[src/rtl/hs_mul_driver.sv]
// hs_mul_driver: stimulus and capture engine for the high-speed multiplier
// test macro. It accepts an operand pair, shifts both operands MSB-first into
// the macro on a generated shift clock, pulses the latch gate, then reads the
// 26-bit product back over the two byte buses in two select phases and offers
// it on an output valid/ready handshake. Every output comes straight from a
// flop.
//
// Optional feature: define HS_MUL_CHECK_EN to add the out_mismatch port and
// an on-chip reference multiplier that flags a wrong captured product.

module hs_mul_driver #(
    parameter int SCLK_DIV = 2,
    parameter int SETTLE   = 4
) (
    input  logic        clk,
    input  logic        rst,
    input  logic        in_valid,
    output logic        in_ready,
    input  logic [15:0] in_a,
    input  logic [15:0] in_b,
    output logic        sclk,
    output logic        sdata_a,
    output logic        sdata_b,
    output logic        latch,
    output logic [1:0]  sel,
    input  logic [7:0]  rd_lo,
    input  logic [7:0]  rd_hi,
    output logic        out_valid,
    input  logic        out_ready,
    output logic [25:0] out_product
`ifdef HS_MUL_CHECK_EN
    ,
    output logic        out_mismatch
`endif
);

    // One shared down-the-phase counter covers the sclk half-period, the
    // latch pulse and both settle windows, so it is sized for the largest.
    localparam int CNT_MAX = (SCLK_DIV > SETTLE) ? SCLK_DIV : SETTLE;
    localparam int CW      = $clog2(CNT_MAX + 1);

    localparam logic [CW-1:0] DIV_LAST    = CW'(SCLK_DIV - 1);
    localparam logic [CW-1:0] SETTLE_LAST = CW'(SETTLE - 1);

    typedef enum logic [2:0] {
        S_IDLE,
        S_SHIFT,
        S_LATCH,
        S_SET_LO,
        S_SET_HI,
        S_DONE
    } state_t;

    state_t         state, state_n;
    logic [CW-1:0]  cnt, cnt_n;
    logic [3:0]     bit_cnt, bit_cnt_n;
    logic [15:0]    sh_a, sh_a_n;
    logic [15:0]    sh_b, sh_b_n;
    logic           sclk_n;
    logic           latch_n;
    logic [1:0]     sel_n;
    logic           in_ready_n;
    logic           out_valid_n;
    logic [25:0]    product_n;

    // The serial lines are the MSB of each shift register; they only move
    // when the register is loaded (sclk low) or shifted on a falling edge.
    assign sdata_a = sh_a[15];
    assign sdata_b = sh_b[15];

`ifdef HS_MUL_CHECK_EN
    logic [12:0] op_a, op_b;
    logic [25:0] expected;
    logic        mismatch_n;

    assign expected = {13'd0, op_a} * {13'd0, op_b};

    // Operand copies for the reference product; the shift registers are
    // consumed during SHIFT so they cannot serve this purpose.
    always_ff @(posedge clk or posedge rst) begin
        if (rst) begin
            op_a         <= '0;
            op_b         <= '0;
            out_mismatch <= 1'b0;
        end else begin
            if (state == S_IDLE && in_valid && in_ready) begin
                op_a <= in_a[12:0];
                op_b <= in_b[12:0];
            end
            out_mismatch <= mismatch_n;
        end
    end
`endif

    // State register plus all registered outputs and counters.
    always_ff @(posedge clk or posedge rst) begin
        if (rst) begin
            state       <= S_IDLE;
            cnt         <= '0;
            bit_cnt     <= '0;
            sh_a        <= '0;
            sh_b        <= '0;
            sclk        <= 1'b0;
            latch       <= 1'b0;
            sel         <= 2'b00;
            in_ready    <= 1'b1;
            out_valid   <= 1'b0;
            out_product <= '0;
        end else begin
            state       <= state_n;
            cnt         <= cnt_n;
            bit_cnt     <= bit_cnt_n;
            sh_a        <= sh_a_n;
            sh_b        <= sh_b_n;
            sclk        <= sclk_n;
            latch       <= latch_n;
            sel         <= sel_n;
            in_ready    <= in_ready_n;
            out_valid   <= out_valid_n;
            out_product <= product_n;
        end
    end

    // Next-state logic; outputs are computed one cycle ahead so that the
    // registered copies carry the value that belongs to the state entered.
    always_comb begin
        state_n     = state;
        cnt_n       = cnt;
        bit_cnt_n   = bit_cnt;
        sh_a_n      = sh_a;
        sh_b_n      = sh_b;
        sclk_n      = sclk;
        latch_n     = 1'b0;
        sel_n       = 2'b00;
        out_valid_n = out_valid;
        product_n   = out_product;
`ifdef HS_MUL_CHECK_EN
        mismatch_n  = 1'b0;
`endif

        case (state)
            S_IDLE: begin
                if (in_valid && in_ready) begin
                    state_n   = S_SHIFT;
                    sh_a_n    = in_a;
                    sh_b_n    = in_b;
                    cnt_n     = '0;
                    bit_cnt_n = '0;
                    sclk_n    = 1'b0;
                end
            end

            S_SHIFT: begin
                if (cnt == DIV_LAST) begin
                    cnt_n = '0;
                    if (!sclk) begin
                        sclk_n = 1'b1;
                    end else begin
                        // Falling edge: present the next bit and count the
                        // one just clocked in by the preceding rising edge.
                        sclk_n    = 1'b0;
                        sh_a_n    = {sh_a[14:0], 1'b0};
                        sh_b_n    = {sh_b[14:0], 1'b0};
                        bit_cnt_n = bit_cnt + 4'd1;
                        if (bit_cnt == 4'd15) begin
                            state_n = S_LATCH;
                            latch_n = 1'b1;
                        end
                    end
                end else begin
                    cnt_n = cnt + CW'(1);
                end
            end

            S_LATCH: begin
                latch_n = 1'b1;
                if (cnt == DIV_LAST) begin
                    cnt_n   = '0;
                    latch_n = 1'b0;
                    state_n = S_SET_LO;
                end else begin
                    cnt_n = cnt + CW'(1);
                end
            end

            S_SET_LO: begin
                if (cnt == SETTLE_LAST) begin
                    cnt_n           = '0;
                    product_n[15:0] = {rd_hi, rd_lo};
                    state_n         = S_SET_HI;
                    sel_n           = 2'b10;
                end else begin
                    cnt_n = cnt + CW'(1);
                end
            end

            S_SET_HI: begin
                sel_n = 2'b10;
                if (cnt == SETTLE_LAST) begin
                    cnt_n            = '0;
                    product_n[25:16] = {rd_hi[1:0], rd_lo};
                    state_n          = S_DONE;
                    sel_n            = 2'b00;
                    out_valid_n      = 1'b1;
`ifdef HS_MUL_CHECK_EN
                    mismatch_n       = (product_n != expected);
`endif
                end else begin
                    cnt_n = cnt + CW'(1);
                end
            end

            S_DONE: begin
                if (out_valid && out_ready) begin
                    state_n     = S_IDLE;
                    out_valid_n = 1'b0;
                end
`ifdef HS_MUL_CHECK_EN
                else begin
                    mismatch_n = out_mismatch;
                end
`endif
            end

            default: begin
                state_n = S_IDLE;
            end
        endcase

        in_ready_n = (state_n == S_IDLE);
    end

endmodule

[config.mk]
export PLATFORM = sky130hd
export DESIGN_NAME = hs_mul_driver
export DESIGN_NICKNAME = d
export VERILOG_FILES = /design/src/rtl/hs_mul_driver.sv
export SDC_FILE = /design/constraint.sdc
export NUM_CORES = 1
export LEC_CHECK = 0
export BUFFER_PORTS_ARGS = -buffer_cell sky130_fd_sc_hd__clkbuf_2
export CAP_MARGIN = 20
export CORE_MARGIN = 2
export CORE_UTILIZATION = 30
export DETAILED_ROUTE_END_ITERATION = 16
export PLACE_DENSITY_LB_ADDON = 0.2
export RECOVER_POWER = 100
export SLEW_MARGIN = 20
export SYNTH_ARGS = -nofsm -noshare
export SYNTH_HDL_FRONTEND = slang
export SYNTH_SLANG_ARGS = --single-unit
[constraint.sdc]
create_clock -name clk -period 2.64 [get_ports clk]
set_input_delay 0.396 -clock clk [delete_from_list [all_inputs] [get_ports clk]]
set_output_delay 0.396 -clock clk [all_outputs]
set_load 0.005 [all_outputs]
==> results of run 1 <==
through the flow:
| step | hold WS (ps) | instances |
|---|---|---|
| 3_5_place_dp | 469.9 | 501 |
| 5_1_grt | 263.3 | 517 |
| 3_3_place_gp | 462.1 | 501 |
| 2_1_floorplan | 449.6 | 292 |
| 4_1_cts | 116.9 | 517 |
| 6_report | 273.1 | 517 |
power by group:
part           internal [uW]  switching [uW]
combinational           59.7            59.7
clock                    706             424
sequential              1150            18.3
flip-flops by register name, indices dropped and copies added (netlist names):
name / cells
out_product: 26
sh_a: 16
sh_b: 16
bit_cnt: 4
cnt: 3
state: 3
in_ready: 1
latch: 1
out_valid: 1
sclk: 1
sel: 1
synth_stat cells (2+ instances only):
cell type / n / area share (%)
nand3b_1: 2 / 0.45
nor2_1: 4 / 0.45
a21oi_1: 7 / 1.1
a221oi_1: 2 / 0.53
buf_4: 3 / 0.68
nor2b_1: 3 / 0.57
a22o_1: 2 / 0.53
clkbuf_1: 10 / 1.1
nand2_1: 42 / 4.8
o21ai_0: 39 / 5.9
dfrtp_1: 72 / 55
mux2i_1: 31 / 9.4
or4_1: 2 / 0.45
buf_2: 5 / 0.76
ha_1: 5 / 1.9
mux2_2: 26 / 8.9
nand3_1: 3 / 0.45
o211ai_1: 2 / 0.45
inv_1: 9 / 1.0
logic make-up after synthesis:
group,count (synthesis)
AOI/OAI and AO/OA,62
adders and majority gates,5
buffers and inverters,27
DFF,73
muxes,57
other,1
and+or+nand+nor,67
how the worst min path moves through the flow:
stage	start	end	slack, ps	cells after the start
floorplan	sh_a[10]	sh_a[10]	450	2
global placement	sh_a[6]	sh_a[6]	460	2
detailed placement	sh_a[6]	sh_a[6]	470	2
CTS	rst	out_product[16]	120	3
global route	rd_hi[6]	out_product[14]	260	2
finish	in_a[0]	sh_a[0]	270	2
critical path: cells and delay by family, from the launching register on:
family	cells	cell delay, ps
buffers and inverters	1	850
flip-flops	1	620
AO/OA/AOI/OAI	2	420
AND/OR/NAND/NOR	2	320
final cells by class:
cell class | count | area (sq um)
flip-flops and latches | 73 | 1828
inverters | 9 | 33.78
clock inverters | 4 | 97.59
fillers | 1111 | 6731
multi-input cells | 192 | 1345
well taps | 140 | 175.2
repair buffers | 87 | 416.7
clock buffers | 12 | 165.2
routing by layer:
metal	vias to the layer above	GRT usage (%)
met2	76	19.48
met4	0	3.205
met1	1168	15.97
li1	1177	-
met3	7	5.439
met5	-	0
==> qor.yml, run 1 <==
detailed_routing:
  highest_layer: "met4"
  via_per_inst: 4.696
  met3_wirelength_um: 543
  firstDrtPassIters: 4
  drc: 0
  ant_nets: 0
  wl_met1_mm: 3.339
  first_iter_violations: 104
  vias: 2428
  wl_mm: 7.063
  wl_per_cell_um: 13.66
  wl_met2_mm: 3.123
logic_synthesis:
  synth_xor_area_share_pct: 0
  synth_compound_area_share_pct: 10.99
  synthMuxAreaShare_pct: 18.27
  synth_seq_cells: 73
  yosysSeqAreaShare_pct: 55.38
  synth_top_family_by_area: "multiplexers"
  synthDistinctLibCells: 42
  ys_async_sr_fraction_pct: 100.0
  avgSynthCellArea_sq_um: 11.30
  synth_fa_ha_area_share_pct: 1.895
  yosysWarningCount: 0
  synth_edf_count: 0
  syn_area_sq_um: 3301
  synth-main-ff-cell: "dfrtp_1"
  netlist_instances: 292
  synth_simple_gate_area_share_pct: 9.742
  synth.net_count: 349
critical_path:
  r2r_cells: 5
  end_kind: "flip-flop"
  required_ps: 2900
  slowest_delay_ps: 850
  start_kind: "flip-flop"
  r2r_end: "in_ready"
  arrival_ps: 2540
  cp-startpoint: "state[0]"
  path_max_fanout: 33
  crit_type: "flip-flop to flip-flop"
  worst_path_max_delay_cell: "clkbuf_2"
  r2r_setup_slack_ps: 360
  r2r_start: "state[0]"
  crit_path_cell_trace: "nor3b_1 > clkbuf_2 > a21bo_2 > o211ai_1 > nor3_1"
  crit_path_end: "in_ready"
finish:
  finish.instance_area_sq_um: 4061
  nets: 429
  n_antenna_cell: 0
  final_common_cell: "dfrtp_1"
  layout.cells.most_common_list: "dfrtp_1, clkbuf_2, nand2_1"
  drive_above_1_share_pct: 30.77
  final_core_util_pct: 37.63
  area_growth_pct: 23.05
min_path:
  hold_class: "primary input to flip-flop"
global_route:
  antenna_found_initial: 0
  grt_overflow: 0
  track_usage_pct: 12.51
  grt_pass1_vias: 2389
  grt_max_degree: 74
  grt_pass1_wl_mm: 11.59
clock_tree:
  postCtsSetupBuffers: 0
  clock-sinks: 73
  clkTransAtPathRegs_ps: 80
  htree_levels: 3
  hold_buffers: 0
  cts-root-buf: "clkbuf_8"
  cts_buffer_depth: 2
  insertion_delay_ps: 340
  cts-resized-gates: 0
  tritoncts: "built"
  cts_buffers: 9
sta:
  period_share_pct: 86.45
  post-route-min-period_ps: 2282
  worst_pin_slew_ps: 1817
  setup_viol: 0
  fin_ws_ps: 357.7
  fmax_mhz: 438.2
  hold_violations: 0
  rsz0062_at_grt: "false"
  slew_headroom_pct: -21.14
  maxSlewViolCount: 74
  fin_tns_setup_ps: 0
  finClkSkew_ps: 14.11
place:
  io_buffer_count: 84
  dp_hpwl_mm: 4.707
  gp_congestion: 0.7513
  placed_area_sq_um: 3865
  dp_slack_ps: 524.7
pwr:
  ir_worst_vdd_mv: 0.3648
  leakagePower_uw: 0.001855
  p_per_area_nw_per_um2: 596.0
  finalPower_uw: 2420
floorplanning:
  row_count: 38
  core_sq_um: 10790
  start_util_pct: 30.58
  die_x_um: 108.9
  boundaryPins: 86
  die_area_sq_um: 11860
  die_height_um: 108.9
status:
  outcome: "complete, but fails checks"
  violations: "capacitance limit, slew limit"
run:
  drv_cap: 1
Note: power is estimated with default switching activity, not from simulation.
==> run 2, diff against run 1 <==
ABC_AREA = 1   (was default)
PLACE_DENSITY_LB_ADDON = 0.08   (was 0.2)
==> run 2 against run 1 <==
Against the previous run:
- largest power group is now clock
- sequential share of layout area down 2.7 points
- sequential cell count did not move
- clock power increased by 14%
- final area is 6.3% higher
- routed wire length rose by 25%
- total power grew 3.3%
- fmax increased by 9.4%
- first-iteration DRC count is 19% higher
- global-route usage rose by 2.5 points
- the flow finishes with violations (DRC, capacitance limit, slew limit)
- core utilization is 0.15 points lower
- critical path depth up 3
==> qor.yml, run 2 <==
status:
  outcome: "complete, but fails checks"
  violations: "DRC, capacitance limit, slew limit"
critical_path:
  crit_path_cell_trace: "ha_1 > ha_1 > buf_4 > nand2_1 > nand2_1 > nor2_1 > nand2_1 > nor2_1"
  crit_path_frequent_cell: "nand2_1"
  required_ps: 2920
  slowest_delay_ps: 510
  path_max_fanout: 19
  r2r_start: "cnt[0]"
  worst_path_max_delay_cell: "nand2_1"
  end_kind: "flip-flop"
  start_kind: "flip-flop"
  crit_type: "flip-flop to flip-flop"
  arrival_ps: 2360
  cp-startpoint: "cnt[0]"
  r2r_cells: 8
pwr:
  pwr-share-clk_pct: 51.7
  p_int_uw: 2006
  leakagePower_uw: 0.002351
  switching_share_pct: 19.77
  ir_worst_vdd_mv: 0.2627
  comb_power_share_pct: 3.6
  seqPwrFrac_pct: 44.8
  power_switching_uw: 494.5
  p_per_area_nw_per_um2: 579.3
logic_synthesis:
  synthTopCellsByArea: "dfrtp_1, nand2_1, nand3_1"
  yosysWarningCount: 0
  netlist_instances: 463
  yosysSeqAreaShare_pct: 51.12
  synth_edf_count: 0
  yosysTopAreaCell: "dfrtp_1"
  synth_top_area_share_pct: 50.38
  synthTopCellsByCount: "nand2_1, dfrtp_1, nand3_1"
  synth_seq_cells: 73
  synthDistinctLibCells: 27
  avgSynthCellArea_sq_um: 7.723
  synth-main-ff-cell: "dfrtp_1"
  synth.net_count: 520
  ys_async_sr_fraction_pct: 100.0
  synth.most_common_cell: "nand2_1"
  syn_area_sq_um: 3576
finish:
  area_growth_pct: 20.71
  num-fill-cells: 1264
  final_core_util_pct: 37.48
  regArea_sq_um: 1828
  multiInputGateArea_sq_um: 1473
  final_common_cell: "nand2_1"
  largest-register: "out_product"
  layout.cells.most_common_list: "nand2_1, dfrtp_1, clkbuf_2"
  drive_above_1_share_pct: 17.58
  n_antenna_cell: 0
  nets: 599
  reg_top3: "out_product (26), sh_a (16), sh_b (16)"
  largest_reg_flops: 26
run:
  drv_cap: 1
place:
  dp_hpwl_mm: 5.817
  gp_congestion: 0.7362
  dp_slack_ps: 700.8
  io_buffer_count: 84
min_path:
  holdCritStartpoint: "rd_lo[4]"
  hold_depth: 3
  hold_class: "primary input to flip-flop"
detailed_routing:
  vias: 3005
  wl_mm: 8.811
  via_per_inst: 4.361
  ant_nets: 0
  firstDrtPassIters: 12
  wl_per_cell_um: 12.79
  first_iter_violations: 124
  drc: 5
floorplanning:
  start_util_pct: 31.05
  die_height_um: 113.2
  row_count: 39
  die_x_um: 113.2
  boundaryPins: 86
  core_sq_um: 11520
  die_area_sq_um: 12810
clock_tree:
  hold_buffers: 0
  tritoncts: "built"
  insertion_delay_ps: 340
  htree_levels: 3
  cts-resized-gates: 0
  cts_buffers: 9
  cts-root-buf: "clkbuf_16"
  clkTransAtPathRegs_ps: 60
  clock-sinks: 73
  postCtsSetupBuffers: 0
  cts_buffer_depth: 2
global_route:
  track_usage_pct: 14.99
  grt_max_degree: 39
  grt_pass1_wl_mm: 15.15
  grt_overflow: 0
  grt_pass1_vias: 3053
  antenna_found_initial: 0
sta:
  slew_headroom_pct: -20.23
  period_share_pct: 79.04
  hold_violations: 0
  post-route-min-period_ps: 2087
  rsz0062_at_grt: "false"
  setup_viol: 0
  worst_pin_slew_ps: 1794
  fmax_mhz: 479.2
  fin_ws_ps: 553.3
  finClkSkew_ps: 6.518
  fin_tns_setup_ps: 0
  maxSlewViolCount: 37
[run 2: cell count changes in the layout (fill, tap and decap cells not counted), sizes merged, moves of 3 or more]
cell	change
nand2	+232
mux2i	-31
o21ai	-29
nand3	+27
mux2	-26
nor2	+13
inv	+11
a21oi	-3
clkinv	+3
nor2b	-3
[run 2: path summary, 6_finish.rpt]
| check | endpoint | slack [ps] |
|---|---|---|
| max | in_ready | 550 |
| min in group asynchronous | sh_a[3] | 490 |
| max in group asynchronous | in_ready | 1250 |
| max reg2reg | in_ready | 550 |
| min | out_product[20] | 270 |
| min reg2reg | sh_a[11] | 470 |
[run 2: layer usage]
layer / GRT usage, % / vias up / part of all wire [%]
met5: 0 / - / 0
met4: 5.366 / 0 / 1.6
met3: 5.356 / 13 / 6.5
met2: 22.48 / 70 / 43
met1: 20.05 / 1357 / 48
li1: - / 1565 / -
[run 2: kinds of logic after synthesis]
family	count (synthesis)	share of synthesized area, %
AND/OR/NAND/NOR	323	36.98
flip-flops	73	51.12
buffers and inverters	43	6.752
AO/OA/AOI/OAI	16	2.799
adder cells (fa/ha/maj)	5	1.749
XOR/XNOR	2	0.4899
other	1	0.1049
[run 2: power groups by stage]
stage | sequential [uW] | combinational [uW] | clock (uW)
final | 1120 | 88.9 | 1290
after global routing | 1120 | 105 | 1410
after CTS | 1120 | 93.6 | 1340
after detailed placement | 1140 | 93.0 | 0
after global placement | 1140 | 93.1 | 0
after floorplan | 1140 | 37.8 | 0
[run 2: layout make-up]
class	count	share of cell area, %
clock buffers	12	5.710
clock inverters	3	1.507
inverters	23	2.058
multi-input cells	347	34.12
flip-flops and latches	73	42.35
well taps	143	4.145
repair buffers	88	10.12
[run 2: per-stage QoR]
| step | hold slack [ps] | area, sq um | total power [uW] | instances |
|---|---|---|---|---|
| 2_1_floorplan | 442.2 | 3576 | 1177 | 463 |
| 3_3_place_gp | 455.6 | 4065 | 1233 | 674 |
| 3_5_place_dp | 459.2 | 4065 | 1232 | 674 |
| 4_1_cts | 156.2 | 4377 | 2557 | 689 |
| 5_1_grt | 277.4 | 4317 | 2630 | 689 |
| 6_report | 271.8 | 4317 | 2501 | 689 |
[run 2: worst max-delay path, delay by kind of cell, from the launching register on]
kind	cells	cell delay [ps]
buffers and inverters	1	220
adder cells (fa/ha/maj)	2	440
flip-flops	1	410
AND/OR/NAND/NOR	5	950
==> run 3, diff against run 2 <==
clock period = 2 ns   (was 2.64 ns; I/O delays follow)
==> run 3 against run 2 <==
Against the previous run:
- the run ends with DRC left
- sequential power is 32% higher
- first-iteration DRC count is 5.6% higher
- critical path depth is 3 lower
- setup slack worse by 310 ps
- global-route usage is 0.064 points higher
- die area stayed put
- clock power is 25% higher
- cell count is 1.2% higher
- via count is 3.6% higher
- final area is 1.5% higher
- critical endpoint is now out_valid
==> qor.yml, run 3 (same netlist as run 2, synthesis figures left out) <==
pwr:
  power_switching_uw: 683.2
  seqPwrFrac_pct: 46.0
  pwr-share-clk_pct: 50.3
  comb_power_share_pct: 3.6
  leakagePower_uw: 0.002407
  p_int_uw: 2525
  switching_share_pct: 21.29
  ir_worst_vdd_mv: 0.3112
  finalPower_uw: 3209
  p_per_area_nw_per_um2: 732.5
place:
  placed_area_sq_um: 4145
  gp_congestion: 0.7816
  dp_hpwl_mm: 6.070
  io_buffer_count: 84
sta:
  worst_pin_slew_ps: 1066
  fmax_mhz: 570.4
  rsz0062_at_grt: "false"
  hold_violations: 0
  finClkSkew_ps: 6.404
  setup_viol: 0
  fin_tns_setup_ps: 0
  holdWs_ps: 140.0
  post-route-min-period_ps: 1753
  maxSlewViolCount: 0
  period_share_pct: 87.65
  slew_headroom_pct: 28.56
floorplanning:
  die_area_sq_um: 12810
  boundaryPins: 86
  core_sq_um: 11520
  start_util_pct: 31.05
  die_x_um: 113.2
  die_height_um: 113.2
  row_count: 39
critical_path:
  path_max_fanout: 10
  crit_type: "flip-flop to flip-flop"
  end_kind: "flip-flop"
  r2r_setup_slack_ps: 250
  r2r_cells: 5
  required_ps: 2220
  arrival_ps: 1970
  r2r_start: "cnt[0]"
  start_kind: "flip-flop"
  r2r_end: "out_valid"
global_route:
  track_usage_pct: 15.06
  grt_pass1_wl_mm: 15.32
  grt_overflow: 0
  grt_max_degree: 35
  grt_pass1_vias: 3109
  antenna_found_initial: 0
clock_tree:
  cts-root-buf: "clkbuf_16"
  postCtsSetupBuffers: 0
  htree_levels: 3
  clock-sinks: 73
  cts-resized-gates: 0
  cts_buffers: 9
  clkTransAtPathRegs_ps: 60
  insertion_delay_ps: 330
  cts_buffer_depth: 2
  hold_buffers: 0
  tritoncts: "built"
finish:
  n_antenna_cell: 0
  largest-register: "out_product"
  drive_above_1_share_pct: 18.95
  nets: 606
  layout.cells.most_common_list: "nand2_1, dfrtp_1, clkbuf_2"
  finish.instance_area_sq_um: 4380
  largest_reg_flops: 26
  area_growth_pct: 22.50
  reg_top3: "out_product (26), sh_a (16), sh_b (16)"
  final_common_cell: "nand2_1"
detailed_routing:
  ant_nets: 0
  vias: 3114
  wl_mm: 8.855
  first_iter_violations: 131
  via_per_inst: 4.468
  wl_per_cell_um: 12.70
  firstDrtPassIters: 10
  drc: 8
min_path:
  hold_class: "primary input to asynchronous set/reset pin"
status:
  violations: "DRC"
  outcome: "complete, but fails checks"
run:
  drv_cap: 0
run 3: area by class of cell:
cell class,count,area [sq um]
Multi-Input combinational cell,347,1494
Sequential cell,73,1828
Clock inverter,5,55.05
Clock buffer,11,242.7
Timing Repair Buffer,95,493.0
Fill cell,1254,7136
Tap cell,143,178.9
Inverter,23,88.84
run 3: power groups by stage:
stage | clock network, uW | registers [uW] | logic [uW]
5_1_grt | 1750 | 1480 | 136
3_3_place_gp | 0 | 1500 | 128
2_1_floorplan | 0 | 1500 | 50.3
4_1_cts | 1670 | 1480 | 129
6_report | 1610 | 1480 | 116
3_5_place_dp | 0 | 1500 | 128
run 3: worst max-delay path by stage:
stage,depth (start not counted),end,from
final,5,out_valid,cnt[0]
after global routing,7,in_ready,state[2]
after CTS,5,out_valid,cnt[0]
after detailed placement,5,out_valid,cnt[0]
after global placement,5,out_valid,cnt[0]
after floorplan,8,in_ready,cnt[0]
run 3: critical path, stage by stage, from the launching register on:
cell      delay [ps]
dfrtp_1          420
ha_1             240
ha_1             280
nand3_1          160
clkinv_1         280
o22a_1           260
run 3: routing by layer:
layer | up-vias | global-route usage, % | share of wire [%]
met5 | - | 0 | 0
met4 | 0 | 3.659 | 1.0
met3 | 6 | 6.481 | 7.6
met2 | 77 | 22.51 | 44
met1 | 1451 | 20.22 | 47
li1 | 1580 | - | -
run 3: through the flow:
stage / std cells / setup slack (ps) / util (%)
after floorplan: 463 / 560.5 / -
after global placement: 681 / 317.9 / 36.00
after detailed placement: 681 / 242.3 / 36.00
after CTS: 697 / 199.7 / 38.58
after global routing: 697 / 63.31 / 38.04
final: 697 / 246.9 / 38.04
